`src/rtl/pht_port_sched.sv`:
```
// PHT port scheduler: table clear after reset, lookup/update arbitration with
// anti-starvation, and serialized read-modify-write of queued counter updates.
// Optional build macro BPU_PERF_CNT_EN enables the perf_* event counters.
module pht_port_sched #(
  parameter int unsigned IDX_W      = 4,
  parameter int unsigned QDEPTH     = 4,
  parameter int unsigned STARVE_MAX = 3
) (
  input  logic                       clk,
  input  logic                       rst,
  input  logic                       lk_valid,
  input  logic [31:0]                lk_pc,
  input  logic [IDX_W-1:0]           lk_ghr,
  output logic                       lk_ready,
  output logic                       pred_valid,
  output logic                       pred_taken,
  input  logic                       ex_valid,
  input  logic [31:0]                ex_pc,
  input  logic [IDX_W-1:0]           ex_ghr,
  input  logic                       ex_taken,
  output logic                       ex_ready,
  output logic                       pht_en,
  output logic                       pht_we,
  output logic [IDX_W-1:0]           pht_addr,
  output logic [1:0]                 pht_wdata,
  input  logic [1:0]                 pht_rdata,
  output logic                       init_done,
  output logic                       overflow,
  output logic [$clog2(QDEPTH):0]    q_count,
  output logic [31:0]                perf_lookups,
  output logic [31:0]                perf_updates,
  output logic [31:0]                perf_drops
);

  localparam int unsigned PW = $clog2(QDEPTH);
  localparam int unsigned CW = PW + 1;
  localparam int unsigned SW = $clog2(STARVE_MAX + 1);

  typedef enum logic [2:0] {S_INIT, S_IDLE, S_RD, S_CAP, S_WR} state_t;

  state_t           state_q;
  logic [IDX_W-1:0] sweep_q;
  logic             init_done_q;
  logic [1:0]       cnt_q;
  logic [SW-1:0]    starve_q;
  logic             pred_valid_q;
  logic             overflow_q;
  logic [CW-1:0]    count_q, count_d;
  logic [PW-1:0]    wr_ptr_q, rd_ptr_q;
  logic [IDX_W:0]   fifo_q [QDEPTH];

  logic             upd_req, force_upd, lk_grant, upd_grant;
  logic             full, push, pop, drop;
  logic [IDX_W-1:0] lk_idx, ex_idx, head_idx;
  logic             head_taken;
  logic [1:0]       next_cnt;
  logic             en_c, we_c;
  logic [IDX_W-1:0] addr_c;
  logic [1:0]       wdata_c;
  logic             unused_pc_hi;

  assign unused_pc_hi = ^{lk_pc[31:IDX_W], ex_pc[31:IDX_W]};

  assign lk_idx     = lk_pc[IDX_W-1:0] ^ lk_ghr;
  assign ex_idx     = ex_pc[IDX_W-1:0] ^ ex_ghr;
  assign head_idx   = fifo_q[rd_ptr_q][IDX_W-1:0];
  assign head_taken = fifo_q[rd_ptr_q][IDX_W];

  assign upd_req   = (state_q == S_RD) || (state_q == S_WR);
  assign force_upd = upd_req && (starve_q == SW'(STARVE_MAX));
  assign lk_grant  = init_done_q && lk_valid && !force_upd;
  assign upd_grant = upd_req && (!lk_valid || force_upd);

  assign full    = (count_q == CW'(QDEPTH));
  assign push    = ex_valid && !full;
  assign drop    = ex_valid && full;
  assign pop     = upd_grant && (state_q == S_WR);
  assign count_d = count_q + CW'(push) - CW'(pop);

  always_comb begin
    next_cnt = cnt_q;
    if (head_taken) begin
      if (cnt_q != 2'd3) next_cnt = cnt_q + 2'd1;
    end else begin
      if (cnt_q != 2'd0) next_cnt = cnt_q - 2'd1;
    end
  end

  always_comb begin
    en_c    = 1'b0;
    we_c    = 1'b0;
    addr_c  = '0;
    wdata_c = '0;
    if (state_q == S_INIT) begin
      en_c   = 1'b1;
      we_c   = 1'b1;
      addr_c = sweep_q;
    end else if (lk_grant) begin
      en_c   = 1'b1;
      addr_c = lk_idx;
    end else if (upd_grant) begin
      en_c    = 1'b1;
      we_c    = (state_q == S_WR);
      addr_c  = head_idx;
      wdata_c = next_cnt;
    end
  end

  // Port strobes are combinational from the current state, so hold them low
  // while reset is asserted to keep every output at zero during reset.
  assign pht_en     = en_c && !rst;
  assign pht_we     = we_c && !rst;
  assign pht_addr   = rst ? '0 : addr_c;
  assign pht_wdata  = rst ? '0 : wdata_c;
  assign lk_ready   = lk_grant;
  assign ex_ready   = !full && !rst;
  assign pred_valid = pred_valid_q;
  assign pred_taken = pred_valid_q && pht_rdata[1];
  assign init_done  = init_done_q;
  assign overflow   = overflow_q;
  assign q_count    = count_q;

  always_ff @(posedge clk or posedge rst) begin
    if (rst) begin
      state_q      <= S_INIT;
      sweep_q      <= '0;
      init_done_q  <= 1'b0;
      cnt_q        <= '0;
      starve_q     <= '0;
      pred_valid_q <= 1'b0;
      overflow_q   <= 1'b0;
      count_q      <= '0;
      wr_ptr_q     <= '0;
      rd_ptr_q     <= '0;
    end else begin
      pred_valid_q <= lk_grant;
      count_q      <= count_d;
      if (drop) overflow_q <= 1'b1;
      if (push) wr_ptr_q <= wr_ptr_q + PW'(1);
      if (pop)  rd_ptr_q <= rd_ptr_q + PW'(1);

      if (upd_grant)
        starve_q <= '0;
      else if (upd_req && (starve_q != SW'(STARVE_MAX)))
        starve_q <= starve_q + SW'(1);

      case (state_q)
        S_INIT: begin
          sweep_q <= sweep_q + IDX_W'(1);
          if (sweep_q == '1) begin
            init_done_q <= 1'b1;
            state_q     <= S_IDLE;
          end
        end
        S_IDLE: if (count_q != '0) state_q <= S_RD;
        S_RD:   if (upd_grant) state_q <= S_CAP;
        S_CAP: begin
          cnt_q   <= pht_rdata;
          state_q <= S_WR;
        end
        S_WR:   if (upd_grant) state_q <= (count_d != '0) ? S_RD : S_IDLE;
        default: state_q <= S_IDLE;
      endcase
    end
  end

  always_ff @(posedge clk) begin
    if (push) fifo_q[wr_ptr_q] <= {ex_taken, ex_idx};
  end

`ifdef BPU_PERF_CNT_EN
  logic [31:0] perf_lk_q, perf_upd_q, perf_drop_q;

  always_ff @(posedge clk or posedge rst) begin
    if (rst) begin
      perf_lk_q   <= '0;
      perf_upd_q  <= '0;
      perf_drop_q <= '0;
    end else begin
      if (lk_grant) perf_lk_q   <= perf_lk_q + 32'd1;
      if (pop)      perf_upd_q  <= perf_upd_q + 32'd1;
      if (drop)     perf_drop_q <= perf_drop_q + 32'd1;
    end
  end

  assign perf_lookups = perf_lk_q;
  assign perf_updates = perf_upd_q;
  assign perf_drops   = perf_drop_q;
`else
  assign perf_lookups = '0;
  assign perf_updates = '0;
  assign perf_drops   = '0;
`endif

endmodule

```
`config.mk`:
```
export PLATFORM = sky130hd
export DESIGN_NAME = pht_port_sched
export DESIGN_NICKNAME = d
export VERILOG_FILES = /design/src/rtl/pht_port_sched.sv
export SDC_FILE = /design/constraint.sdc
export NUM_CORES = 1
export LEC_CHECK = 0
export ABC_AREA = 1
export BUFFER_PORTS_ARGS = -buffer_cell sky130_fd_sc_hd__buf_2
export CORE_MARGIN = 3
export CORE_UTILIZATION = 42
export DETAILED_ROUTE_END_ITERATION = 12
export PLACE_DENSITY = 0.81
export REMOVE_ABC_BUFFERS = 1
export SYNTH_ARGS = -nofsm -noshare
export SYNTH_HDL_FRONTEND = slang
export SYNTH_SLANG_ARGS = --single-unit
export TNS_END_PERCENT = 10
```
`constraint.sdc`:
```
create_clock -name clk -period 2.56 [get_ports clk]
set_input_delay 0.128 -clock clk [delete_from_list [all_inputs] [get_ports clk]]
set_output_delay 0.128 -clock clk [all_outputs]
set_load 0.01 [all_outputs]
```
**Yosys cells after proc, flatten, opt, wreduce, memory -nomap -nowiden**

Memory sizes are Yosys's and may differ from the RTL's.
Index checks and enable logic that the tools add are counted.

- Bits in registers: 21
- Bits in writable memories: 20
- Input port bits: 79
- Output and inout port bits: 113
- Logic and storage cells: 86
- Memories: 1

Memories:

| memory | words | width | rd ports | clocked after memory_dff | wr ports | RTL line | text |
|---|---|---|---|---|---|---|---|
| fifo_q | 4 | 5 | 1 | 0 | 1 | 50 | `logic [IDX_W:0] fifo_q [QDEPTH];` |

- Add/sub/neg operators: 8
- Equality and inequality tests: 13
- Mux-type cells: 27
- Bitwise logic cells: 2
- Reduce and logical (&&, ||, !) cells: 25

Operator list:

| kind | count |
|---|---|
| $mux 2 | 10 |
| $mux 4 | 4 |
| $pmux 3 s5 | 1 |
| $logic_and 1x1->1 | 12 |
| $mux 3 | 4 |
| $ne 2x2->1 const B | 5 |
| $add 2x1->2 const B | 4 |
| $mux 1 | 8 |
| $xor 4x4->4 | 2 |
| $eq 3x2->1 const B | 2 |
| $eq 3x3->1 const B | 2 |
| $reduce_bool 3->1 | 2 |
| $add 4x1->4 const B | 1 |
| $eq 4x4->1 const B | 1 |
| $logic_not 1->1 | 4 |
| $reduce_and 4->1 | 1 |
| $reduce_bool 2->1 | 2 |
| $add 3x1->3 | 1 |
| $eq 3x1->1 const B | 1 |
| $logic_not 3->1 | 1 |
| $sub 3x1->3 | 1 |
| $eq 2x2->1 const B | 1 |
| $logic_or 1x1->1 | 2 |
| $ne 2x1->1 const B | 1 |
| other kinds (2) | 2 |

**Logic depth before layout (Yosys ltp)**

Gate-level depths: netlist of run 1.

- Word-level depth: 11
- Gate-level depth with buffers: 16
- Depth with buffers taken out: 16

**Worst setup path after synthesis of run 1**

No wires, ideal clock.

- Kind: reg2reg
- Start point: reg starve_q[0]
- End point: reg state_q[1]
- Setup time: 127 ps
- Arrival: 2194 ps
- Data required time: 2433 ps
- Slack: 238 ps
- Stages on the path, launching flop included: 14
- Path buffers: 0
- Period minus slack after synthesis: 2322 ps
- Cell sequence: dfrtp_1 -> ha_1 -> o21ai_4 -> nor2_4 -> ha_1 -> inv_1 -> ha_1 -> fa_1 -> nor2_1 -> nand3_1 -> nand2_1 -> nand2_1 -> nand2_1 -> o21ai_0

- Longest elaborated chain between the ends: 10
- Elaborated cells between the ends (all ways): 13
- Classes of those cells: add/sub (1); eq/ne (3); mux (3); reduce/logical (6)

Ends and longest elaborated chain:

| element | RTL line | text |
|---|---|---|
| start, declared | 45 | `logic [SW-1:0] starve_q;` |
| start signal, assigned | 145 | `starve_q <= starve_q + SW'(1);` |
| $eq 2x2->1 | 70 | `assign force_upd = upd_req && (starve_q == SW'(STARVE_MAX));` |
| $logic_and 1x1->1 | 70 |  |
| $logic_or 1x1->1 | 72 | `assign upd_grant = upd_req && (!lk_valid \|\| force_upd);` |
| $logic_and 1x1->1 | 72 |  |
| $logic_and 1x1->1 | 77 | `assign pop = upd_grant && (state_q == S_WR);` |
| via pop | 53 | `logic full, push, pop, drop;` |
| $sub 3x1->3 | 78 | `assign count_d = count_q + CW'(push) - CW'(pop);` |
| via count_d[1] | 48 | `logic [CW-1:0] count_q, count_d;` |
| $reduce_bool 3->1 | 161 | `S_WR: if (upd_grant) state_q <= (count_d != '0) ? S_RD : S_IDLE;` |
| $mux 2 | 161 |  |
| $mux 3 | 161 |  |
| $pmux 3 s5 | 147 | `case (state_q)` |
| end signal, assigned | 161 |  |
| end, declared | 41 | `state_t state_q;` |

The timed path passes the listed nets, and every way through them passes these cells. The select of a mux whose other input is x is not followed.
A chain may end at the register's enable or synchronous reset.

**Final worst setup path of run 1**

Same ends and word-level chain as after synthesis.

==> impl_results.md, run 1 <==
- Via count: 1944
- Fin crit share: 95.1%
- CP required: 2.74 ns
- Post-Layout Cell Count: 462
- Pwr per Cell Area: 996 nW/µm²
- Largest net degree at the start of global routing: 16
- First-pass GRT wire length: 7220 µm
- Synthesized area: 2860 µm²
- Post-synth EDFFs: 20
- Die area: 7830 µm²
- Top Ports: 192
- Register area share after synthesis: 39.4%
- Setup TNS: 0 ns
- Dpl cells: 446
- Startpoint Class: flop
- Most frequent cells in the layout: conb_1 (96), nand2_1 (42), nor2_1 (41), buf_2 (39), inv_1 (28)
- Via density per instance: 4.21
- Detailed-placement wirelength estimate: 3940 µm
- Clock Pin Slew Worst Setup and Hold Paths: 0.08 ns
- Synthesis-to-layout area growth: 4.12%
- Commonest non-fill, non-tap cell in the layout: conb_1
- Adder-cell share of the synthesized area: 4.20%
- First-pass iteration count of the detailed router: 4
- CTS tree: done
- Post-synth top flop: dfrtp_1
- Post-Synth XOR/XNOR Area: 3.37%
- CP Cell Sequence: ha_2 -> o21ai_4 -> nor2_4 -> ha_4 -> inv_2 -> ha_4 -> fa_1 -> nor2_1 -> nand3_1 -> nand2_1 -> nand2_1 -> nand2_1 -> o21ai_1
- Mean Syn Cell Area: 8.63 µm²
- CTS Sinks: 41
- # diodes: 0
- Row count: 29
- Num CTS Buffers: 5
- Initial Util: 44.2%
- Horiz. Die Dim: 88.5 µm
- Status: completed
- Worst skew pair latency: 0.30 ns
- Worst path most repeated cell: nand2_1
- Max incr delay on CP: 0.48 ns
- Die height: 88.5 µm
- Initial antenna violation count: 0
- Yosys reg bits: 41
- Crit-path slowest cell: fa_1
- Hold crit path type: input pin to flop
- Final ANT Viol Nets: 0
- Clock tree buffer depth: 2
- Wire per inst: 10.8 µm
- Routability cong.: 0.804
- PortBufs: 39
- Clk_skew: 0.00812 ns
- P_leak: 1.59 nW
- CTS Root Cell: clkbuf_8
- Share of cells above drive strength 1: 19.7%
- Max-cap violations: 0
- Post-Synth Simple-Gate Area: 16.0%
- Post-synthesis mux area share: 0.394%
- Gr ovfl total: 0
- Fmax: 411 MHz
- Compound-gate portion of the synthesized area: 6.61%
- Hold Vio Cnt, Final: 0
- Post-synth ARST share: 51.2%
- Total track usage: 12.1%
- Crit path time final: 2.43 ns
- Nets: 472
- Setup CP Type: flop to flop
- H-tree Lvls: 2
- Core ar.: 6460 µm²
- Via count of the first global-routing pass: 1640
- # DRC: 0
- VDD IR-drop max: 0.000356 V
- CP arrival: 2.62 ns
- Initial detailed-routing violation count: 111
- Final wirelength: 4990 µm
- Synth cell types: 28
- Ys Warns: 0
- Critical Path Fanout Max: 4
- Pins Over Slew Limit: 0
- Largest family of logic cells by synthesized area: buffers and inverters
- Final setup fails: 0
- Worst Setup End Kind: flop
- Syn Inst Count: 331
cell type report:
| cell class | count | area [µm²] |
|---|---|---|
| inverters | 30 | 113 |
| clock buffers | 5 | 68.8 |
| flip-flops and latches | 41 | 1130 |
| clock inverters | 3 | 22.5 |
| fillers | 604 | 3480 |
| repair buffers | 50 | 280 |
| multi-input cells | 256 | 1260 |
| well taps | 77 | 96.3 |
final timing paths:
path                             start      endpoint  slack (ns)  depth (start not counted)
min in group asynchronous          rst     init_done        0.40                          3
hold reg to reg               overflow      overflow        0.46                          1
setup / recovery           starve_q[0]    state_q[1]        0.13                         13
hold / removal                ex_taken  fifo_q[0][4]        0.05                          1
max in group asynchronous          rst    state_q[0]        1.61                          4
setup reg to reg           starve_q[0]    state_q[1]        0.13                         13
flip-flops by register name, summed over array words and instances, names as in the netlist:
signal / cells
fifo_q: 20
sweep_q: 4
q_count: 3
state_q: 3
cnt_q: 2
rd_ptr_q: 2
starve_q: 2
wr_ptr_q: 2
init_done: 1
overflow: 1
pred_valid: 1
repair_timing:
action	in CTS	in global routing
hold buffers	1	0
hold endpoints to repair	7	0
gates resized for setup	0	10
endpoints found under the setup margin	0	2
setup buffers	0	7
per-layer routing:
| metal | vias to the layer above | part of all wire (%) | track usage, % |
|---|---|---|---|
| met1 | 875 | 36 | 12.6 |
| met4 | 0 | 3.1 | 6.59 |
| met3 | 14 | 7.1 | 3.45 |
| met2 | 105 | 54 | 21.8 |
| li1 | 950 | - | - |
| met5 | - | 0 | 0 |
worst max-delay path: cells and delay by family, from the launching register on:
| family | cells | cell delay, ns |
|---|---|---|
| adder cells (fa/ha/maj) | 4 | 1.12 |
| buffers and inverters | 1 | 0.04 |
| AND/OR/NAND/NOR | 6 | 0.47 |
| AO/OA/AOI/OAI | 2 | 0.29 |
| flip-flops | 1 | 0.41 |
through the flow:
stage | cell area, µm² | hold WS [ns] | util [%] | worst slack, ns | power (W)
2_1_floorplan | 2470 | 0.142 | - | 0.238 | 0.00205
3_3_place_gp | 2790 | 0.173 | 43.2 | 0.152 | 0.00236
3_5_place_dp | 2790 | 0.185 | 43.2 | 0.0865 | 0.00242
4_1_cts | 2890 | 0.0441 | 44.7 | 0.0502 | 0.00284
5_1_grt | 2980 | 0.0486 | 46.1 | -0.0177 | 0.00326
6_report | 2980 | 0.0511 | 46.1 | 0.125 | 0.00296
kinds of logic after synthesis:
logic type	Yosys count
simple gates	106
fa+ha+maj	9
buf+inv	129
compound gates	33
other cells	1
mux	1
flops	41
xor+xnor	11
Yosys cell counts, types with 2 or more instances:
| cell type | instances | share of area (%) |
|---|---|---|
| o21ai_0 | 20 | 3.5 |
| ha_1 | 8 | 3.5 |
| xor2_1 | 11 | 3.4 |
| a21oi_1 | 6 | 1.1 |
| nor2_4 | 2 | 0.79 |
| inv_1 | 29 | 3.8 |
| a21o_1 | 2 | 0.53 |
| edfxtp_1 | 20 | 21 |
| nand2_1 | 42 | 5.5 |
| nand3_1 | 13 | 2.3 |
| dfrtp_1 | 21 | 18 |
| nand2_2 | 2 | 0.44 |
| nand2_4 | 2 | 0.79 |
| buf_4 | 98 | 26 |
| nor2_1 | 42 | 5.5 |
power breakdown:
| part | leakage, nW | switching, W | internal [W] |
|---|---|---|---|
| Sequential | 0.433 | 0.000206 | 0.000933 |
| Clock | 0.0364 | 0.000234 | 0.000191 |
| Combinational | 1.12 | 0.000859 | 0.000540 |
Power figures use the tool's default switching activity.
==> run 2, diff against run 1 <==
- MAX_ROUTING_LAYER: unset -> met4
- RECOVER_POWER: unset -> 50
==> run 2 against run 1 <==
Worst setup slack improved by 0.0065 ns. Total power decreased by 0.52%. Clock power down 0.9%. Critical path depth unchanged. Sequential share of layout area is 0.21 points higher. Via count is 0.82% lower. Combinational power about the same. First-iteration DRC count grew 2.7%. Final area down 0.55%. Non-clock buffer count did not move. Count of clock-buffer cells in the layout unchanged. Flip-flop and latch count is the same.
==> impl_results.md, run 2 (same netlist as run 1, synthesis figures left out) <==
- Status: completed (unchanged)
- Worst path most repeated cell: nand2_1 (unchanged)
- P_leak: 1.55 nW (was 1.59 nW)
- Via count: 1928 (was 1944)
- Die area: 7830 µm² (unchanged)
- Pwr per Cell Area: 996 nW/µm² (about the same)
- Startpoint Class: flop (unchanged)
- Max-slew headroom: 49.7%
- Die height: 88.5 µm (unchanged)
- Most frequent cells in the layout: conb_1 (96), nand2_1 (42), nor2_1 (41), buf_2 (29), inv_1 (28) (was conb_1 (96), nand2_1 (42), nor2_1 (41), buf_2 (39), inv_1 (28))
- Psw: 0.00130 W (about the same)
- Routability cong.: 0.816 (was 0.804)
- Largest Register: fifo_q (unchanged)
- CP top delay family: adder cells (unchanged)
- Crit path setup slack, layout: 0.132 ns (was 0.125 ns)
- Crit path time final: 2.43 ns (about the same)
- Via density per instance: 4.17 (was 4.21)
- Top Ports: 192 (unchanged)
- Detailed-placement wirelength estimate: 3940 µm (unchanged)
- Initial antenna violation count: 0 (unchanged)
- First-pass iteration count of the detailed router: 4 (unchanged)
- Max FFs per register: 20 (unchanged)
- Wire per inst: 10.8 µm (about the same)
- Clk_skew: 0.00653 ns (was 0.00812 ns)
- Clock share of power: 14.3% (about the same)
- Synthesis-to-layout area growth: 3.55% (was 4.12%)
- Top Layer Used: met4 (unchanged)
- CTS Sinks: 41 (unchanged)
- Horiz. Die Dim: 88.5 µm (unchanged)
- PortBufs: 39 (unchanged)
- Worst Setup End Kind: flop (unchanged)
- Total track usage: 12.4% (was 12.1%)
- Hold Vio Cnt, Final: 0 (unchanged)
- Core ar.: 6460 µm² (unchanged)
- Worst skew pair latency: 0.30 ns (about the same)
- Met2 WL: 2640 µm (was 2670 µm)
- Combinational share of power: 47.1% (was 47.2%)
- CTS Root Cell: clkbuf_8 (unchanged)
- Largest registers: fifo_q: 20 flops, sweep_q: 4 flops (unchanged)
- # diodes: 0 (unchanged)
- Final wirelength: 4980 µm (was 4990 µm)
- Num CTS Buffers: 5 (unchanged)
- CTS tree: done (unchanged)
- Max-cap violations: 0 (unchanged)
- CP arrival: 2.61 ns (was 2.62 ns)
- Sequential share of power: 38.7% (was 38.5%)
- VDD IR-drop max: 0.000355 V (was 0.000356 V)
- DR WL met3: 347 µm (was 354 µm)
- Fmax: 412 MHz (was 411 MHz)
- Initial detailed-routing violation count: 114 (was 111)
- Via count of the first global-routing pass: 1641 (was 1640)
- H-tree Lvls: 2 (unchanged)
- # DRC: 0 (unchanged)
- Setup TNS: 0 ns (unchanged)
- Hold crit path type: input pin to flop (unchanged)
- Row count: 29 (unchanged)
- CP Cell Sequence: ha_2 -> o21ai_4 -> nor2_4 -> ha_4 -> inv_2 -> ha_4 -> fa_1 -> nor2_1 -> nand3_1 -> nand2_1 -> nand2_1 -> nand2_1 -> o21ai_1 (unchanged)
- Nets: 472 (unchanged)
- Critical Path Fanout Max: 4 (unchanged)
- DP Worst Slack: 0.0865 ns (unchanged)
- CP required: 2.74 ns (about the same)
- Commonest non-fill, non-tap cell in the layout: conb_1 (unchanged)
- Largest net degree at the start of global routing: 16 (unchanged)
- Fin crit share: 94.9% (was 95.1%)
- Max incr delay on CP: 0.48 ns (about the same)
- Critical path buffer and inverter count: 1 (unchanged)
- Share of cells above drive strength 1: 16.9% (was 19.7%)
- Clock tree buffer depth: 2 (unchanged)
- First-pass GRT wire length: 7220 µm (about the same)
- Setup CP Type: flop to flop (unchanged)
- Initial Util: 44.2% (unchanged)
- Clock Pin Slew Worst Setup and Hold Paths: 0.08 ns (about the same)
- Wl on met1: 1830 µm (was 1800 µm)
- Worst Max-Slew Pin Slew: 0.754 ns
- Final setup fails: 0 (unchanged)
- Crit-path slowest cell: fa_1 (unchanged)
- Internal Pwr Total: 0.00165 W (was 0.00166 W)
- Switching share of power: 44.0% (was 43.8%)
- Gr ovfl total: 0 (unchanged)
- Final ANT Viol Nets: 0 (unchanged)
- Pins Over Slew Limit: 0 (unchanged)
==> run 2: final timing paths <==
check | start | cells after the start | slack, ns | endpoint
max | starve_q[0] | 13 | 0.13 | state_q[1]
min | ex_valid | 2 | 0.07 | overflow
max reg2reg | starve_q[0] | 13 | 0.13 | state_q[1]
min reg2reg | overflow | 1 | 0.46 | overflow
max in group asynchronous | rst | 4 | 1.05 | state_q[0]
min in group asynchronous | rst | 3 | 0.44 | sweep_q[0]
==> run 2: area by class of cell <==
type | count | area [µm²]
Multi-Input combinational cell | 256 | 1260
Tap cell | 77 | 96.3
Clock buffer | 5 | 68.8
Fill cell | 607 | 3500
Inverter | 30 | 113
Timing Repair Buffer | 50 | 264
Clock inverter | 3 | 22.5
Sequential cell | 41 | 1130
==> run 2: power groups by stage <==
stage | Clock (W) | Combinational (W) | Sequential [W]
after floorplan | 0 | 0.000938 | 0.00111
after global placement | 0 | 0.00123 | 0.00113
after detailed placement | 0 | 0.00128 | 0.00114
after CTS | 0.000429 | 0.00129 | 0.00113
after global routing | 0.000463 | 0.00161 | 0.00118
final | 0.000421 | 0.00139 | 0.00114
==> run 2: metal layers <==
layer,global-route usage [%],vias to the layer above
li1,-,952
met1,12.6,861
met2,21.8,101
met3,3.45,14
met4,6.59,0
met5,-,-
==> run 2: metrics by stage <==
stage	utilization (%)	area (µm²)	instances	hold slack [ns]	total power (W)
floorplan	-	2470	327	0.142	0.00205
global placement	43.2	2790	446	0.173	0.00236
detailed placement	43.2	2790	446	0.185	0.00242
CTS	44.7	2890	455	0.0441	0.00284
global route	45.8	2960	462	0.0736	0.00325
finish	45.8	2960	462	0.0652	0.00295
==> run 2: repair_timing <==
action                                 4_1_cts  5_1_grt
gates resized for setup                      0       10
hold buffers                                 1        0
setup endpoints to repair                    0        2
buffers inserted                             0        7
endpoints found under the hold margin        7        0
==> run 3, diff against run 2 <==
- clock period: 2.56 -> 2.7 ns (I/O delays scaled with it)
==> run 3 against run 2 <==
Non-clock buffer count down 6. First-iteration DRC count rose by 40%. Sequential power fell by 5%. Global-route usage about the same. Count of clock-buffer cells in the layout increased by 1. Hold slack improved by 0.032 ns. Flip-flop and latch count is the same. Register-to-register slack improved by 0.08 ns. Clock power is 14% higher. Sequential share of layout area up 0.58 points. Total power is 4.9% lower.
==> impl_results.md, run 3 (same netlist as run 1, synthesis figures left out) <==
- Critical Path Fanout Max: 6 (was 4)
- Commonest non-fill, non-tap cell in the layout: conb_1 (unchanged)
- Final setup fails: 0 (unchanged)
- Worst skew pair latency: 0.29 ns (was 0.30 ns)
- Nets: 466 (was 472)
- Final wirelength: 4940 µm (was 4980 µm)
- Final instance area: 2910 µm² (was 2960 µm²)
- Fin crit share: 92.0% (was 94.9%)
- Largest registers: fifo_q: 20 flops, sweep_q: 4 flops (unchanged)
- WHS Path Cells: 2 (unchanged)
- CP top delay family: simple AND/OR/NAND/NOR gates (was adder cells)
- Clk_skew: 0.00994 ns (was 0.00653 ns)
- CP required: 2.88 ns (was 2.74 ns)
- Crit path time final: 2.48 ns (was 2.43 ns)
- Detailed-placement wirelength estimate: 4000 µm (was 3940 µm)
- Routability cong.: 0.805 (was 0.816)
- Crit path setup slack, layout: 0.216 ns (was 0.132 ns)
- H-tree Lvls: 2 (unchanged)
- Final ANT Viol Nets: 0 (unchanged)
- Top Ports: 192 (unchanged)
- Initial antenna violation count: 0 (unchanged)
- Num CTS Buffers: 5 (unchanged)
- Die area: 7830 µm² (unchanged)
- Pins Over Slew Limit: 0 (unchanged)
- Via count of the first global-routing pass: 1633 (was 1641)
- Most frequent cells in the layout: conb_1 (96), nand2_1 (42), nor2_1 (41), buf_2 (30), inv_1 (29) (was conb_1 (96), nand2_1 (42), nor2_1 (41), buf_2 (29), inv_1 (28))
- PortBufs: 39 (unchanged)
- Total track usage: 12.4% (about the same)
- First-pass GRT wire length: 7260 µm (was 7220 µm)
- Status: completed (unchanged)
- Hold Vio Cnt, Final: 0 (unchanged)
- Max-slew headroom: 47.8% (was 49.7%)
- # DRC: 0 (unchanged)
- Synthesis-to-layout area growth: 1.88% (was 3.55%)
- # diodes: 0 (unchanged)
- Critical Path Stages: 15 (was 13)
- CTS Root Cell: clkbuf_8 (unchanged)
- First-pass iteration count of the detailed router: 4 (unchanged)
- Initial Util: 44.2% (unchanged)
- P_leak: 1.55 nW (about the same)
- Critical path buffer and inverter count: 1 (unchanged)
- Final core utilization: 45.1% (was 45.8%)
- Row count: 29 (unchanged)
- CTS Sinks: 41 (unchanged)
- Max FFs per register: 20 (unchanged)
- Initial detailed-routing violation count: 160 (was 114)
- Via count: 1920 (was 1928)
- Die height: 88.5 µm (unchanged)
- Number of cells on the worst reg-to-reg path: 15 (was 13)
- Setup CP Type: flop to flop (unchanged)
- # fillers: 623 (was 607)
- Worst Max-Slew Pin Slew: 0.783 ns (was 0.754 ns)
- Max incr delay on CP: 0.45 ns (was 0.48 ns)
- Horiz. Die Dim: 88.5 µm (unchanged)
- Worst path most repeated cell: nand2_1 (unchanged)
- Crit-path slowest cell: dfrtp_1 (was fa_1)
- Via density per instance: 4.21 (was 4.17)
- Pwr per Cell Area: 963 nW/µm² (was 996 nW/µm²)
- Clock tree buffer depth: 2 (unchanged)
- CP arrival: 2.67 ns (was 2.61 ns)
- Startpoint Class: flop (unchanged)
- Core ar.: 6460 µm² (unchanged)
- Share of cells above drive strength 1: 14.2% (was 16.9%)
- Largest net degree at the start of global routing: 16 (unchanged)
- Clock Pin Slew Worst Setup and Hold Paths: 0.08 ns (about the same)
- DP Worst Slack: 0.190 ns (was 0.0865 ns)
- Worst Setup End Kind: flop (unchanged)
- CTS tree: done (unchanged)
- CP Cell Sequence: nor2_4 -> nand2_4 -> nand2_4 -> o21ai_4 -> nor2_4 -> ha_1 -> inv_1 -> ha_1 -> fa_1 -> nor2_1 -> nand3_1 -> nand2_1 -> nand2_1 -> nand2_1 -> o21ai_0 (was ha_2 -> o21ai_4 -> nor2_4 -> ha_4 -> inv_2 -> ha_4 -> fa_1 -> nor2_1 -> nand3_1 -> nand2_1 -> nand2_1 -> nand2_1 -> o21ai_1)
- Max-cap violations: 0 (unchanged)
- Hold crit path type: input pin to flop (unchanged)
- Gr ovfl total: 0 (unchanged)
- Placed cell area: 2770 µm² (was 2790 µm²)
- VDD IR-drop max: 0.000320 V (was 0.000355 V)
- Largest Register: fifo_q (unchanged)
- Setup TNS: 0 ns (unchanged)
- Wire per inst: 10.8 µm (about the same)
- Fmax: 403 MHz (was 412 MHz)
-- run 3: worst reg2reg max path: cells and delay by family, from the launching register on --
| kind | cells | cell delay, ns |
|---|---|---|
| flip-flops | 1 | 0.45 |
| AND/OR/NAND/NOR | 9 | 0.91 |
| adder cells (fa/ha/maj) | 3 | 0.81 |
| AO/OA/AOI/OAI | 2 | 0.15 |
| buffers and inverters | 1 | 0.06 |
-- run 3: repair_timing --
item | 4_1_cts | 5_1_grt
resized for setup | 0 | 5
buffers inserted | 0 | 3
hold buffers | 1 | 0
hold endpoints to repair | 7 | 0
endpoints found under the setup margin | 0 | 2
-- run 3: area by class of cell --
type / instances / area [µm²] / share of cell area [%]
Sequential cell: 41 / 1130 / 38.8
Inverter: 30 / 113 / 3.87
Tap cell: 77 / 96.3 / 3.31
Clock buffer: 6 / 72.6 / 2.49
Clock inverter: 2 / 33.8 / 1.16
Timing Repair Buffer: 44 / 220 / 7.56
Multi-Input combinational cell: 256 / 1250 / 42.8
-- run 3: metrics by stage --
stage	instances	hold slack, ns	power [W]
6_report	456	0.0975	0.00280
4_1_cts	453	0.0576	0.00278
3_3_place_gp	444	0.169	0.00223
5_1_grt	456	0.0991	0.00307
3_5_place_dp	444	0.170	0.00230
2_1_floorplan	327	0.149	0.00195
-- run 3: final timing paths --
kind                             from     endpoint  slack (ns)
max in group asynchronous         rst   state_q[2]        1.19
min reg2reg                  overflow     overflow        0.46
max                        state_q[1]   state_q[1]        0.22
min                          ex_valid     overflow         0.1
min in group asynchronous         rst  starve_q[0]        0.44
max reg2reg                state_q[1]   state_q[1]        0.22
-- run 3: power by group --
group	switching (W)	internal, W	leakage, nW
Clock	0.000205	0.000273	0.0528
Combinational	0.000804	0.000442	1.06
Sequential	0.000196	0.000884	0.434
Total	0.00121	0.00160	1.55
-- run 3: per-layer routing --
metal	share of wire, %	vias to the layer above	wire length, µm	global-route usage (%)
li1	-	938	-	-
met1	38	865	1860	13.2
met2	51	101	2510	21.0
met3	7.4	16	364	3.26
met4	4.0	0	199	6.73
met5	0	-	0	-
